[src/rtl/pattern_seq_arb.sv]
// Two-requester round-robin front end for a shared fixed-latency pattern block.
// One transaction is in flight at a time: accept, wait LAT cycles, capture, then a response handshake.
module pattern_seq_arb #(
  parameter int VEC_W = 11,
  parameter int RES_W = 8,
  parameter int LAT   = 2
) (
  input  logic             blif_clk_net,
  input  logic             blif_reset_net,
  input  logic             req0_valid,
  input  logic [VEC_W-1:0] req0_vec,
  input  logic             req1_valid,
  input  logic [VEC_W-1:0] req1_vec,
  output logic             req0_ready,
  output logic             req1_ready,
  output logic [VEC_W-1:0] pat_in,
  input  logic [RES_W-1:0] pat_out,
  output logic             rsp_valid,
  input  logic             rsp_ready,
  output logic             rsp_id,
  output logic [RES_W-1:0] rsp_data,
  output logic             busy,
  output logic [15:0]      done_cnt
);

  typedef enum logic [1:0] {
    IDLE = 2'd0,
    WAIT = 2'd1,
    RESP = 2'd2
  } state_t;

  localparam logic [3:0] LAT_L = 4'(LAT);

  state_t     state;
  state_t     state_nx;
  logic [3:0] cnt;
  logic       last_grant;
  logic       grant0;
  logic       grant1;
  logic       accept;
  logic       capture;
  logic       complete;

  always_ff @(posedge blif_clk_net or negedge blif_reset_net) begin
    if (!blif_reset_net) state <= IDLE;
    else                 state <= state_nx;
  end

  // last_grant == 1 means requester 1 won most recently, so requester 0 wins the next tie.
  always_comb begin
    grant0   = 1'b0;
    grant1   = 1'b0;
    capture  = 1'b0;
    complete = 1'b0;
    state_nx = state;
    unique case (state)
      IDLE: begin
        grant0 = req0_valid & (~req1_valid | last_grant);
        grant1 = req1_valid & (~req0_valid | ~last_grant);
        if (grant0 | grant1) state_nx = WAIT;
      end
      WAIT: begin
        capture = (cnt == 4'd1);
        if (capture) state_nx = RESP;
      end
      RESP: begin
        complete = rsp_ready;
        if (complete) state_nx = IDLE;
      end
      default: state_nx = IDLE;
    endcase
  end

  assign accept     = grant0 | grant1;
  assign req0_ready = grant0;
  assign req1_ready = grant1;
  assign busy       = (state != IDLE);

  always_ff @(posedge blif_clk_net or negedge blif_reset_net) begin
    if (!blif_reset_net) begin
      pat_in     <= '0;
      rsp_valid  <= 1'b0;
      rsp_id     <= 1'b0;
      rsp_data   <= '0;
      done_cnt   <= '0;
      cnt        <= '0;
      last_grant <= 1'b1;
    end else if (accept) begin
      pat_in     <= grant1 ? req1_vec : req0_vec;
      rsp_id     <= grant1;
      last_grant <= grant1;
      cnt        <= LAT_L;
    end else if (state == WAIT) begin
      cnt <= cnt - 4'd1;
      if (capture) begin
        rsp_data  <= pat_out;
        rsp_valid <= 1'b1;
      end
    end else if (complete) begin
      rsp_valid <= 1'b0;
      done_cnt  <= done_cnt + 16'd1;
    end
  end

endmodule

[config.mk]
export PLATFORM = sky130hd
export DESIGN_NAME = pattern_seq_arb
export DESIGN_NICKNAME = d
export VERILOG_FILES = /design/src/rtl/pattern_seq_arb.sv
export SDC_FILE = /design/constraint.sdc
export NUM_CORES = 1
export LEC_CHECK = 0
export ABC_AREA = 1
export BUFFER_PORTS_ARGS = -buffer_cell sky130_fd_sc_hd__buf_2
export CAP_MARGIN = 20
export CORE_AREA = 10 10 104 106
export DETAILED_ROUTE_END_ITERATION = 8
export DIE_AREA = 0 0 114 116
export MAX_ROUTING_LAYER = met4
export PLACE_DENSITY_LB_ADDON = 0.25
export SYNTH_ARGS = -nofsm -noshare
export SYNTH_HDL_FRONTEND = slang
export SYNTH_SLANG_ARGS = --single-unit
export TNS_END_PERCENT = 30
[constraint.sdc]
create_clock -name blif_clk_net -period 3.25 [get_ports blif_clk_net]
set_input_delay 0.1625 -clock blif_clk_net [delete_from_list [all_inputs] [get_ports blif_clk_net]]
set_output_delay 0.1625 -clock blif_clk_net [all_outputs]
set_load 0.01 [all_outputs]
==> results of run 1 <==
[sequential cells by signal, indices dropped and copies added, names as in the netlist]
name / count
cnt: 4
done_cnt: 16
last_grant: 1
pat_in: 11
rsp_data: 8
rsp_id: 1
rsp_valid: 1
state: 2
[cells in the mapped netlist, types with 3 or more instances]
cell	n
ha_1	3
xnor2_1	6
o21ai_0	15
nand3_1	17
o21ai_1	13
nand2_1	68
dfrtp_1	43
nor2_1	17
a21oi_1	4
inv_2	4
xor2_1	4
nand2_2	3
nor2_4	3
inv_1	23
nand2_4	3
nand3_2	3
[cell type report]
class / count / area, µm²
fillers: 957 / 5930
flip-flops and latches: 44 / 1100
multi-input cells: 171 / 921
repair buffers: 76 / 400
well taps: 108 / 135
inverters: 27 / 101
clock buffers: 6 / 82.6
clock inverters: 2 / 10.0
[power groups by stage]
stage,sequential [W],combinational (W),clock (W)
after CTS,0.000869,0.000876,0.000378
after floorplan,0.000934,0.000493,0
after global routing,0.000895,0.000976,0.000398
after global placement,0.000876,0.000868,0
after detailed placement,0.000874,0.000878,0
final,0.000867,0.000852,0.000357
[worst paths after layout]
check | end | start | slack [ps] | depth (start not counted)
worst max register to register | state[1]$_DFFE_PN0P_ | state[1]$_DFFE_PN0P_ | 1830 | 6
min in group asynchronous | done_cnt[12]$_DFFE_PN0P_ | blif_reset_net | 270 | 2
worst max-delay path | req1_ready | state[1]$_DFFE_PN0P_ | 1700 | 4
max in group asynchronous | last_grant$_DFFE_PN1P_ | blif_reset_net | 2450 | 3
worst min-delay path | state[1]$_DFFE_PN0P_ | rsp_ready | 90 | 2
worst min register to register | cnt[3]$_DFFE_PN0P_ | cnt[3]$_DFFE_PN0P_ | 480 | 1
[routing by layer]
metal / GRT usage / part of all wire / wire length, µm
met1: 0.108 / 0.47 / 2690
met2: 0.139 / 0.46 / 2620
met3: 0.0346 / 0.066 / 373
met4: 0.0150 / 0.0023 / 13
met5: - / 0 / 0
[placed cells by master (no fill, tap or decap), drive strengths merged]
| cell type | instances |
|---|---|
| nand2 | 74 |
| ha | 3 |
| o21ai | 28 |
| xnor2 | 6 |
| nand3b | 2 |
| inv | 27 |
| a21oi | 4 |
| buf | 75 |
| o31ai | 1 |
| nand4 | 2 |
| clkbuf | 6 |
| nor2 | 24 |
| dfrtp | 43 |
| dlygate4sd3 | 1 |
| nand3 | 21 |
| xor2 | 4 |
| dfstp | 1 |
| clkinv | 2 |
| nor3 | 2 |
[per-stage QoR]
step	worst slack, ps	cells
after floorplan	1970	246
after global placement	1840	424
after CTS	1670	432
after detailed placement	1830	424
after global routing	1590	434
final	1700	434
[what timing repair did]
item                                    in CTS  in global routing
endpoints found under the hold margin        0                  9
resized for setup                            0                  0
endpoints found under the setup margin       0                  0
hold buffers                                 0                  1
[worst max-delay path: stages (launching register included)]
cell	delay (ps)
dfrtp_1	430
inv_2	110
nand2_4	80
nor2_4	280
buf_2	200
[cell families (layout without fill, tap and decap cells)]
logic type      after synthesis  after routing  synth area share
xor+xnor                     10             10            0.0407
fa+ha+maj                     3              3            0.0174
compound gates               33             33            0.0779
flops                        44             44             0.512
simple gates                125            125             0.292
buf+inv                      31            111            0.0604
==> metrics.md, run 1 <==
| Metric | Value |
|---|---|
| Status | `finished clean` |
| First-pass GRT wire length | `roughly 9400 µm` |
| Power per Cell Area | `roughly 750 nW/µm²` |
| Final setup viols | `0` |
| Number of global-route vias before repair | `approximately 1900` |
| Grt ovf | `0` |
| Most used DFF post-synth | `dfrtp_1` |
| Synthesized Nets | `~280` |
| Final hold slack | `93.2 ps` |
| CTS tree | `done` |
| H-tree Lvls | `2` |
| Crit path max fanout | `14` |
| CTS buffer count | `5` |
| Layout cells sized above 1 | `0.322` |
| Mapped Avg Cell Area | `8.75 µm²` |
| Die Span Y | `between 100 and 150 µm` |
| Worst EP required | `3090 ps` |
| Detail Placement HPWL | `approximately 4400 µm` |
| Switching part of the total | `0.411` |
| Post-DRT Antenna Nets | `0` |
| Postcts setup bufs | `0` |
| Clock buffer depth | `2` |
| Sequential fraction of the synthesis area | `0.512` |
| #FFs+latches synth | `44` |
| Post-synth cell types | `27` |
| Leakage | `between 1.5 and 2 nW` |
| Area share of the largest cell type after synthesis | `0.500` |
| Initial Util | `0.248` |
| Global Route Usage Sum | `0.0890` |
| Die area | `13200 µm²` |
| Crit share post-route | `0.478` |
| Antenna cells | `0` |
| Port bufs | `74` |
| Slew HR | `0.794` |
| Clk pwr share | `0.172` |
| I/O Pins | `75` |
| Crit path launch type | `flop` |
| Crit end category | `output pin` |
| Vias after detailed routing | `roughly 1800` |
| First-pass detailed-route iteration total | `4` |
| Layout net count | `between 300 and 400` |
| Pin count of the biggest net entering global routing | `between 40 and 50` |
| TritonCTS Sinks | `44` |
| Layout Skew | `roughly 8.4 ps` |
| Fmax | `0.643 GHz` |
| Area after DPL | `~2600 µm²` |
| Unrepaired setup endpoints after global routing | `no` |
| Core area | `8680 µm²` |
| DRC | `0` |
| HP Class | `in2reg` |
| Post-route core utilization | `0.317` |
| Least-Margin Pin Slew | `approximately 300 ps` |
| Initial antenna violation count | `0` |
| Layout area overhead | `27.8%` |
| Area contributors post-synth | `dfrtp_1 50%, nand2_1 12%, inv_1 4.0%, nand3_1 4.0%, o21ai_0 3.5%` |
| Slew Limit Fails | `0` |
| Clk slew on worst S/H paths | `roughly 90 ps` |
| Leading area contributor after synthesis | `dfrtp_1` |
| Fin. Hold Viols | `0` |
| DR iter-0 viols | `44` |
| EDFF count, synth | `0` |
| Setup TNS | `0 ps` |
| Psw | `between 0.0008 and 0.0009 W` |
| Via density | `about 4.2` |
| Fraction of registers with async set/reset | `1.00` |
| Row cnt | `34` |
| Clock Latency Late Sink | `about 290 ps` |
| Yosys warning count | `0` |
| Drt wl/cell | `roughly 13 µm` |
| Clk root buf | `clkbuf_8` |
| Peak VDD IR | `roughly 0.29 mV` |
| Arrival time worst endpoint | `approximately 1400 ps` |
| Logic pwr share | `0.410` |
| RePlAce Congestion | `slightly above 0.7` |
| Die W | `between 100 and 150 µm` |
| Fin crit period | `roughly 1600 ps` |
| Setup CP Type | `reg2out` |
| Final Cell Area | `2750 µm²` |
| Final WL | `5690 µm` |
| Sequential power share | `0.418` |
| Overall power | `between 0.002 and 0.0025 W` |
| Syn Inst Count | `around 250` |
| Max cap viols | `0` |
| Synth Cell Area | `about 2200 µm²` |
| Internal power | `0.00122 W` |
No activity file was read; power rests on OpenSTA's default activity.
==> inputs of run 2 (changes only) <==
- clock period: 3.25 -> 1.5 ns (I/O delays scaled with it)
==> run 2 against run 1 <==
Effect of this change: sequential power up 120%; largest power group is now combinational cells; combinational power up 130%; clock power is 120% higher; utilization is 0.61 points higher; global-route usage up 0.30 points; hold slack got worse by 83 ps; via count is 4.1% higher; routed wire length is 0.16% higher; sequential cell count unchanged; die area unchanged; highest routed layer unchanged; sequential share of layout area is 0.75 points lower.
==> metrics.md, run 2 (synthesis results as in run 1) <==
| Metric | Value |
|---|---|
| Commonest non-fill, non-tap cell in the layout | `buf_2 (unchanged)` |
| Post-DRT Antenna Nets | `0 (unchanged)` |
| Commonest cells after routing, fill and taps aside | `74 x buf_2, 68 x nand2_1, 43 x dfrtp_1 (unchanged)` |
| Setup TNS | `0 ps (unchanged)` |
| Fin. Hold Viols | `0 (unchanged)` |
| Clock buffer depth | `2 (unchanged)` |
| Unrepaired setup endpoints after global routing | `no (unchanged)` |
| Detail Placement HPWL | `4440 µm (was 4420 µm)` |
| Layout Skew | `7.95 ps (was 8.41 ps)` |
| H-tree Lvls | `2 (unchanged)` |
| DP Cell Count | `427 (was 424)` |
| Crit path launch type | `flop (unchanged)` |
| Clock Latency Late Sink | `290 ps (about the same)` |
| Least-Margin Pin Slew | `305 ps (was 308 ps)` |
| Arrival time worst endpoint | `1300 ps (was 1390 ps)` |
| Slew HR | `0.796 (was 0.794)` |
| Layout net count | `370 (was 363)` |
| First-pass GRT wire length | `9720 µm (was 9380 µm)` |
| Status | `finished clean (unchanged)` |
| Final non-filler cell total | `441 (was 434)` |
| Final setup viols | `0 (unchanged)` |
| Slowest cell on the critical path | `dfstp_2 (was dfrtp_1)` |
| Setup CP Type | `reg2out (unchanged)` |
| CTS tree | `done (unchanged)` |
| I/O Pins | `75 (unchanged)` |
| CP max stage delay | `530 ps (was 430 ps)` |
| DR iter-0 viols | `51 (was 44)` |
| Drt wl/cell | `12.9 µm (was 13.1 µm)` |
| Max FFs per register | `16 (unchanged)` |
| Fin crit period | `about 1400 ps` |
| First-pass detailed-route iteration total | `4 (unchanged)` |
| Crit share post-route | `0.919` |
| Number of global-route vias before repair | `2047 (was 1898)` |
| Initial antenna violation count | `0 (unchanged)` |
| Pin count of the biggest net entering global routing | `45 (unchanged)` |
| Filler instances | `931 (was 957)` |
| Worst EP required | `1420 ps (was 3090 ps)` |
| Vias after detailed routing | `1876 (was 1802)` |
| Crit path max fanout | `10 (was 14)` |
| Biggest regs | `done_cnt: 16 flops, pat_in: 11 flops, rsp_data: 8 flops (unchanged)` |
| Die area | `13200 µm² (unchanged)` |
| CTS buffer count | `5 (unchanged)` |
| Grt ovf | `0 (unchanged)` |
| Slew Limit Fails | `0 (unchanged)` |
| Port bufs | `74 (unchanged)` |
| Layout area overhead | `30.3% (was 27.8%)` |
| Clk root buf | `clkbuf_8 (unchanged)` |
| Max cap viols | `0 (unchanged)` |
| Leakage | `1.53 nW (was 1.50 nW)` |
| Clk slew on worst S/H paths | `80 ps (was 90 ps)` |
| CTS resizes | `0 (unchanged)` |
| HP Class | `in2reg (unchanged)` |
| Via density | `4.25 (was 4.15)` |
| Global Route Usage Sum | `0.0920 (was 0.0890)` |
| Antenna cells | `0 (unchanged)` |
| Power per Cell Area | `1630 nW/µm² (was 754 nW/µm²)` |
| Die W | `114 µm (unchanged)` |
| Row cnt | `34 (unchanged)` |
| Crit end category | `output pin (unchanged)` |
| Layout cells sized above 1 | `0.327 (was 0.322)` |
| TritonCTS Sinks | `44 (unchanged)` |
| Peak VDD IR | `0.755 mV (was 0.288 mV)` |
| Final WL | `5700 µm (was 5690 µm)` |
| Worst path cell trace | `nand2_1 > nand2_2 > nor2_4 > buf_2 (was inv_2 > nand2_4 > nor2_4 > buf_2)` |
| Core area | `8680 µm² (unchanged)` |
| Initial Util | `0.248 (unchanged)` |
| Biggest register | `done_cnt (unchanged)` |
| Die Span Y | `116 µm (unchanged)` |
| Post-route core utilization | `0.323 (was 0.317)` |
| Fmax | `roughly 0.73 GHz` |
| DRC | `0 (unchanged)` |
| RePlAce Congestion | `0.751 (was 0.724)` |
==> run 2: cell count changes in the layout (fill, tap and decap cells not counted), sizes merged <==
cell         before  now
dlygate4sd3       1    2
clkbuf            6    8
clkinv            2    0
buf              75   81
==> run 2: layout make-up <==
cell class | count | area, µm² | share of cell area
flip-flops and latches | 44 | 1100 | 0.393
well taps | 108 | 135 | 0.0482
inverters | 27 | 101 | 0.0361
clock buffers | 8 | 90.1 | 0.0321
multi-input cells | 171 | 921 | 0.328
repair buffers | 83 | 455 | 0.162
==> run 2: worst max-delay path: cells and delay by family (launching register included) <==
family / cells / cell delay (ps)
flops: 1 / 530
buf+inv: 1 / 150
simple gates: 3 / 320
==> run 2: power breakdown <==
part / internal, W / total (W) / switching [W] / leakage [nW]
clock: 0.000376 / 0.000773 / 0.000397 / 0.0455
sequential: 0.00161 / 0.00188 / 0.000267 / 0.544
combinational: 0.000744 / 0.00193 / 0.00119 / 0.943
total: 0.00273 / 0.00458 / 0.00185 / 1.53
==> run 2: path summary, 6_finish.rpt <==
path                                          from                       end  slack (ps)  depth (start not counted)
setup / recovery            last_grant$_DFFE_PN1P_                req1_ready         120                          4
hold / removal                           rsp_ready      state[1]$_DFFE_PN0P_          10                          2
setup reg to reg            last_grant$_DFFE_PN1P_    pat_in[10]$_DFFE_PN0P_         130                          6
hold reg to reg            rsp_data[6]$_DFFE_PN0P_   rsp_data[6]$_DFFE_PN0P_         470                          2
max in group asynchronous           blif_reset_net    last_grant$_DFFE_PN1P_         940                          3
min in group asynchronous           blif_reset_net  done_cnt[12]$_DFFE_PN0P_         290                          3
==> run 2: metal layers <==
| metal | global-route usage | wire length [µm] |
|---|---|---|
| met5 | - | 0 |
| met4 | 0.0217 | 27 |
| met3 | 0.0351 | 403 |
| met2 | 0.140 | 2500 |
| met1 | 0.113 | 2770 |
==> run 2: stage by stage <==
stage | area [µm²] | hold slack, ps | setup WS [ps] | power, W
4_1_cts | 2780 | 0.485 | 5.43 | 0.00465
2_1_floorplan | 2150 | -221 | 223 | 0.00309
5_1_grt | 2810 | 14.5 | 29.2 | 0.00502
3_3_place_gp | 2670 | 81.6 | 236 | 0.00384
6_report | 2810 | 10.3 | 122 | 0.00458
3_5_place_dp | 2670 | 77.6 | 188 | 0.00386
==> run 2: timing repair <==
| action | in CTS | in global routing |
|---|---|---|
| setup endpoints to repair | 0 | 1 |
| buffers inserted | 0 | 4 |
| hold buffers | 2 | 0 |
| hold endpoints to repair | 44 | 0 |
